### config.mk
export PLATFORM = sky130hd
export DESIGN_NAME = divider_4_bit
export DESIGN_NICKNAME = d
export VERILOG_FILES = /design/src/rtl/divider_4_bit.sv
export SDC_FILE = /design/constraint.sdc
export NUM_CORES = 1
export LEC_CHECK = 0
export ABC_CLOCK_PERIOD_IN_PS = 2400
export CAP_MARGIN = 25
export CORE_MARGIN = 2
export CORE_UTILIZATION = 35
export DETAILED_ROUTE_END_ITERATION = 8
export GPL_TIMING_DRIVEN = 0
export PLACE_DENSITY = 0.61
export SETUP_SLACK_MARGIN = 0.3
export SYNTH_ARGS = -nofsm -noshare
export SYNTH_HDL_FRONTEND = slang
export SYNTH_SLANG_ARGS = --single-unit
### constraint.sdc
create_clock -name clk -period 2.4 [get_ports clk]
set_clock_uncertainty 0.15 [all_clocks]
set_input_delay 0.36 -clock clk [delete_from_list [all_inputs] [get_ports clk]]
set_output_delay 0.36 -clock clk [all_outputs]
set_load 0.05 [all_outputs]
### src/rtl/divider_4_bit.sv
// Sequential restoring divider, one quotient bit per clock, MSB first.
// Define DIV_ZERO_CHECK_EN to short-cut a zero divisor straight to DONE.
module divider_4_bit #(
    parameter int WIDTH = 4
) (
    input  logic             clk,
    input  logic             rst_n,
    input  logic             start,
    input  logic [WIDTH-1:0] dividend,
    input  logic [WIDTH-1:0] divisor,
    output logic             busy,
    output logic             done,
    output logic [WIDTH-1:0] quotient,
    output logic [WIDTH-1:0] remainder,
    output logic             div_by_zero
);

    localparam int CW = $clog2(WIDTH + 1);

    typedef enum logic [1:0] {
        IDLE,
        RUN,
        DONE
    } state_t;

    state_t           state;
    state_t           state_nxt;
    logic [WIDTH-1:0] dvd;
    logic [WIDTH-1:0] dvs;
    logic [WIDTH-1:0] quo;
    logic [WIDTH:0]   rem;
    logic [CW-1:0]    cnt;

    logic             accept;
    logic             last;
    logic             zero_skip;
    logic [WIDTH+1:0] trial;
    logic [WIDTH:0]   rem_nxt;
    logic [WIDTH-1:0] quo_nxt;

    assign accept = start && (state != RUN);
    assign last   = (state == RUN) && (cnt == CW'(1));
    assign busy   = (state == RUN);
    assign done   = (state == DONE);

`ifdef DIV_ZERO_CHECK_EN
    assign zero_skip = (divisor == '0);
`else
    assign zero_skip = 1'b0;
`endif

    // one restoring step: trial-subtract, keep shifted value on borrow
    always_comb begin
        trial   = {rem, dvd[WIDTH-1]} - {2'b00, dvs};
        rem_nxt = trial[WIDTH:0];
        quo_nxt = {quo[WIDTH-2:0], ~trial[WIDTH+1]};
        if (trial[WIDTH+1]) begin
            rem_nxt = {rem[WIDTH-1:0], dvd[WIDTH-1]};
        end
    end

    // state register
    always_ff @(posedge clk or negedge rst_n) begin
        if (!rst_n) begin
            state <= IDLE;
        end else begin
            state <= state_nxt;
        end
    end

    // next-state logic; a start in RUN is never accepted
    always_comb begin
        state_nxt = state;
        unique case (state)
            IDLE: begin
                if (accept) begin
                    state_nxt = zero_skip ? DONE : RUN;
                end
            end
            RUN: begin
                if (last) begin
                    state_nxt = DONE;
                end
            end
            DONE: begin
                if (accept) begin
                    state_nxt = zero_skip ? DONE : RUN;
                end else begin
                    state_nxt = IDLE;
                end
            end
            default: state_nxt = IDLE;
        endcase
    end

    // operand latch, iteration datapath and result registers
    always_ff @(posedge clk or negedge rst_n) begin
        if (!rst_n) begin
            dvd       <= '0;
            dvs       <= '0;
            quo       <= '0;
            rem       <= '0;
            cnt       <= '0;
            quotient  <= '0;
            remainder <= '0;
        end else if (accept) begin
            dvd <= dividend;
            dvs <= divisor;
            quo <= '0;
            rem <= '0;
            cnt <= CW'(WIDTH);
            if (zero_skip) begin
                quotient  <= '1;
                remainder <= dividend;
            end
        end else if (state == RUN) begin
            dvd <= dvd << 1;
            quo <= quo_nxt;
            rem <= rem_nxt;
            cnt <= cnt - CW'(1);
            if (last) begin
                quotient  <= quo_nxt;
                remainder <= rem_nxt[WIDTH-1:0];
            end
        end
    end

`ifdef DIV_ZERO_CHECK_EN
    logic dbz_q;

    // zero-divisor flag, refreshed with every result
    always_ff @(posedge clk or negedge rst_n) begin
        if (!rst_n) begin
            dbz_q <= 1'b0;
        end else if (accept && zero_skip) begin
            dbz_q <= 1'b1;
        end else if (last) begin
            dbz_q <= 1'b0;
        end
    end

    assign div_by_zero = dbz_q;
`else
    assign div_by_zero = 1'b0;
`endif

endmodule

Yosys cells after proc, flatten, opt, wreduce, memory -nomap -nowiden. Cells that the tools add are included.

Logic and storage cells: 37. Flip-flop bits (word level): 29. Output and inout port bits: 11.

Add/subtract/negate cells: 2. Eq/ne operators: 6. Multiplexer cells: 13. Reductions and logical operators: 6. Bitwise gates (word level): 2.

Operator list (count): two-way mux 5 bit (3); two-way mux 3 bit (4); two-way mux 4 bit (2); case mux 2 bit (3 select lines) (1); subtractor 6 x 4 -> 6 bit (1); two-way mux 2 bit (2); != test 2 x 1 -> 1 bit (second input constant) (2); == test 3 x 1 -> 1 bit (second input constant) (1); AND reduction 3 bit (1); subtractor 3 x 1 -> 3 bit (second input constant) (1); == test 2 x 1 -> 1 bit (second input constant) (1); == test 2 bit (second input constant) (1); logical AND 1 bit (2); logical NOT 2 bit (1); != test 2 bit (second input constant) (1); NOT 1 bit (2); AND reduction 2 bit (1); nonzero test 2 bit (1); two-way mux 1 bit (1).

Logic depth before layout (Yosys ltp).
Word-level depth: 4. Mapped depth: 9. Gate-level depth less buffers: 9.

Least setup slack after synthesis. No wires, ideal clock.

Kind: reg-to-reg. Start: register dvs[1]. End: register rem[0]. Cell stages (with the launch flop): 8. Library setup time: 75 ps. Arrival time: 1797 ps. Path slack: 379 ps. Period minus slack after synthesis: 2021 ps. Buffers on the path: 0. Path through: dfrtp_1 -> inv_1 -> ha_1 -> nor2b_1 -> o31a_2 -> o211ai_4 -> mux2_4 -> o21ai_2.

Longest elaborated chain between the ends: 4.

Ends and longest elaborated chain: from (decl) (RTL line 29) `logic [WIDTH-1:0] dvs;`; from (signal assigned) (RTL line 108) `dvs <= divisor;`; subtractor 6 x 4 -> 6 bit (RTL line 54) `trial = {rem, dvd[WIDTH-1]} - {2'b00, dvs};`; two-way mux 5 bit (RTL line 57) `if (trial[WIDTH+1]) begin`; two-way mux 5 bit (RTL line 116) `end else if (state == RUN) begin`; two-way mux 5 bit (RTL line 106) `end else if (accept) begin`; to (signal assigned) (RTL line 119) `rem <= rem_nxt;`; to (decl) (RTL line 31) `logic [WIDTH:0] rem;`.

Every way passes these cells. The select of a mux whose other input is x is not followed. A chain may end at the register's enable or synchronous reset.

Worst setup path after layout.
Start: register dvs[1]. End: register remainder[0].

Longest elaborated chain between the ends: 2.

Ends and longest elaborated chain: subtractor 6 x 4 -> 6 bit (RTL line 54); two-way mux 5 bit (RTL line 57); to (signal assigned) (RTL line 114) `remainder <= dividend;`; to (signal assigned) (RTL line 123) `remainder <= rem_nxt[WIDTH-1:0];`; to (decl) (RTL line 14) `output logic [WIDTH-1:0] remainder,`.

Every way passes these cells.

==> impl_metrics.env <==
export IMPL_final_common_cell="dfrtp_1"
export IMPL_grt_overflow_total=0
export IMPL_clkSinkCount=29
export IMPL_place_congestion=0.8382
export IMPL_critPathSlowestCell="dfrtp_1"
export IMPL_dpl_cell_area_mm2=0.001737
export IMPL_drc=0
export IMPL_p_leak_nw=0.8737
export IMPL_avgSynthCellArea_um2=10.11
export IMPL_slew_viol_final=0
export IMPL_dp_final_hpwl_mm=2.172
export IMPL_r2r_cells=7
export IMPL_hold_violations=0
export IMPL_io_buffers=19
export IMPL_worst_pin_slew_ps=513.0
export IMPL_cp_end_kind="register"
export IMPL_final_nets=195
export IMPL_clk_pin_slew_worst_paths_ps=70
export IMPL_die_height_um=68.51
export IMPL_cpPeakStageDelay_ps=380
export IMPL_fin_crit_ps=2053
export IMPL_grt_pass1_wl_mm=5.202
export IMPL_synth_nets=162
export IMPL_grt_max_degree=22
export IMPL_arrival_ps=2110
export IMPL_post_drt_wl_per_cell_um=13.67
export IMPL_crit_type="register to register"
export IMPL_critPathMaxFanout=5
export IMPL_wl_mm=3.116
export IMPL_clk_latency_ps=280
export IMPL_cp_data_required_time_ps=2460
export IMPL_power_mw=3.156
export IMPL_power_density_mw_per_mm2=1638
export IMPL_die_x_um=68.51
export IMPL_synth_enable_flop_cells=0
export IMPL_grt_usage=0.1516
export IMPL_die_area_mm2=0.004693
export IMPL_crit_chain="inv_2 > ha_4 > nor2b_4 > o31a_4 > o211ai_4 > mux2_4 > o21ai_2"
export IMPL_ys_types=33
export IMPL_rows=23
export IMPL_cts_tree="built"
export IMPL_final_cells=228
export IMPL_drt_initial_drc_count=25
export IMPL_via_per_inst=4.943
export IMPL_num_io_pins=22
export IMPL_relSlewSlack=0.6569
export IMPL_setup_viol=0
export IMPL_ys_seq_elements=29
export IMPL_rsz0062_at_grt="yes"
export IMPL_mostFrequentLayoutCells="dfrtp_1 (29), nand2_1 (26), clkdlybuf4s50_1 (17)"
export IMPL_drt_first_pass_iters=4
export IMPL_area_delta_synth_final_pct=32.30
export IMPL_ys_warnings_count=0
export IMPL_place_inst=214
export IMPL_dp_slack_ps=-20.52
export IMPL_htree_levels=2
export IMPL_ys_async_sr_fraction=1.000
export IMPL_ys_seq_area_frac=0.4983
export IMPL_status="completed"
export IMPL_antennaDiodeCount=0
export IMPL_vias=1127
export IMPL_cap_violations=0
export IMPL_drtAntennaViolNets=0
export IMPL_regToRegSetupSlack_ps=350
export IMPL_fin_crit_sh=0.8552
export IMPL_core_area_mm2=0.004000
export IMPL_r2r_end="remainder[0]"
export IMPL_crit_path_start_kind="register"
export IMPL_fin_ws_ps=347.4
export IMPL_worstHoldPathType="input pin to asynchronous set/reset pin"
export IMPL_final_area_mm2=0.001927
export IMPL_layout_drive_gt1_share=0.2191
export IMPL_cts_root_buf="clkbuf_8"
export IMPL_timing_rr_start="dvs[1]"
export IMPL_vdd_drop_max_v=0.0005466
export IMPL_syn_area_mm2=0.001456
export IMPL_initial_utilization=0.3641
export IMPL_cts_made_buffers=5
export IMPL_synthCells=144
export IMPL_grt_antenna_before_repair=0
export IMPL_max_freq_mhz=487.2
export IMPL_grt_pass1_vias=1145
export IMPL_clock_path_buffers=2
export IMPL_synth_ff_type="dfrtp_1"
kinds of logic after synthesis:
family	Yosys count	synth area share
adders and majority gates	7	0.06529
buffers and inverters	16	0.04381
and+or+nand+nor	49	0.1512
muxes	11	0.08247
DFF	29	0.4983
AOI/OAI and AO/OA	29	0.1443
xor gates and xnor gates	2	0.01203
other	1	0.002575
critical path: cells and delay by family, from the launching register on:
kind	cells	cell delay, ps
multiplexers	1	350
buffers and inverters	1	80
AO/OA/AOI/OAI	3	680
adder cells (fa/ha/maj)	1	200
flip-flops	1	380
AND/OR/NAND/NOR	1	130
metal layers:
metal | wire [um] | global-route usage
met4 | 67 | 0.06750
met5 | 0 | 0
met1 | 1332 | 0.1780
met3 | 101 | 0.04058
met2 | 1614 | 0.2584
power by group:
part           switching (mW)  internal, mW
clock network           0.194         0.200
registers               0.168         0.717
logic                    1.06         0.817
synthesized netlist by cell type, types with 3 or more instances:
| library cell | number | area share |
|---|---|---|
| inv_1 | 9 | 0.023 |
| o21ai_1 | 6 | 0.021 |
| nand3_1 | 10 | 0.034 |
| clkbuf_1 | 5 | 0.013 |
| nand2_1 | 26 | 0.067 |
| mux2i_1 | 6 | 0.041 |
| ha_1 | 6 | 0.052 |
| o21ai_0 | 9 | 0.031 |
| mux2_2 | 4 | 0.031 |
| nor2b_1 | 3 | 0.013 |
| nor2_1 | 5 | 0.013 |
| dfrtp_1 | 29 | 0.50 |
stage by stage:
step	hold WS (ps)	util	TNS (ps)
global route	299.5	0.4817	0
detailed placement	311.9	0.4342	-20.52
floorplan	-85.59	-	0
global placement	312.7	0.4273	-23.56
CTS	273.9	0.4726	0
finish	264.1	0.4817	0
area by class of cell:
cell class | instances | area [um2]
clock buffer | 5 | 68.82
tap | 50 | 62.56
sequential | 29 | 725.7
clock inverter | 3 | 17.52
multi-input combinational | 99 | 730.7
inverter | 10 | 37.54
buffer | 6 | 27.53
timing repair buffer | 26 | 256.5
fill | 355 | 2073
how the worst max path moves through the flow:
stage,from,cells after the start,end
4_1_cts,dvs[1],7,remainder[0]
3_3_place_gp,state[1],4,busy
6_report,dvs[1],7,remainder[0]
5_1_grt,dvd[3],9,rem[4]
2_1_floorplan,dvs[1],7,rem[0]
3_5_place_dp,state[1],4,busy
registers in the layout (all words and copies together) (netlist names):
signal and cells:
dvs 4, quotient 4, state 2, rem 5, quo 3, dvd 4, remainder 4, cnt 3
repair_timing:
action,CTS,global route
endpoints found under the hold margin,0,0
hold buffers,0,0
buffers inserted,6,0
pin swaps,3,5
resized for setup,12,8
endpoints found under the setup margin,8,7
No activity file was read; power rests on OpenSTA's default activity.
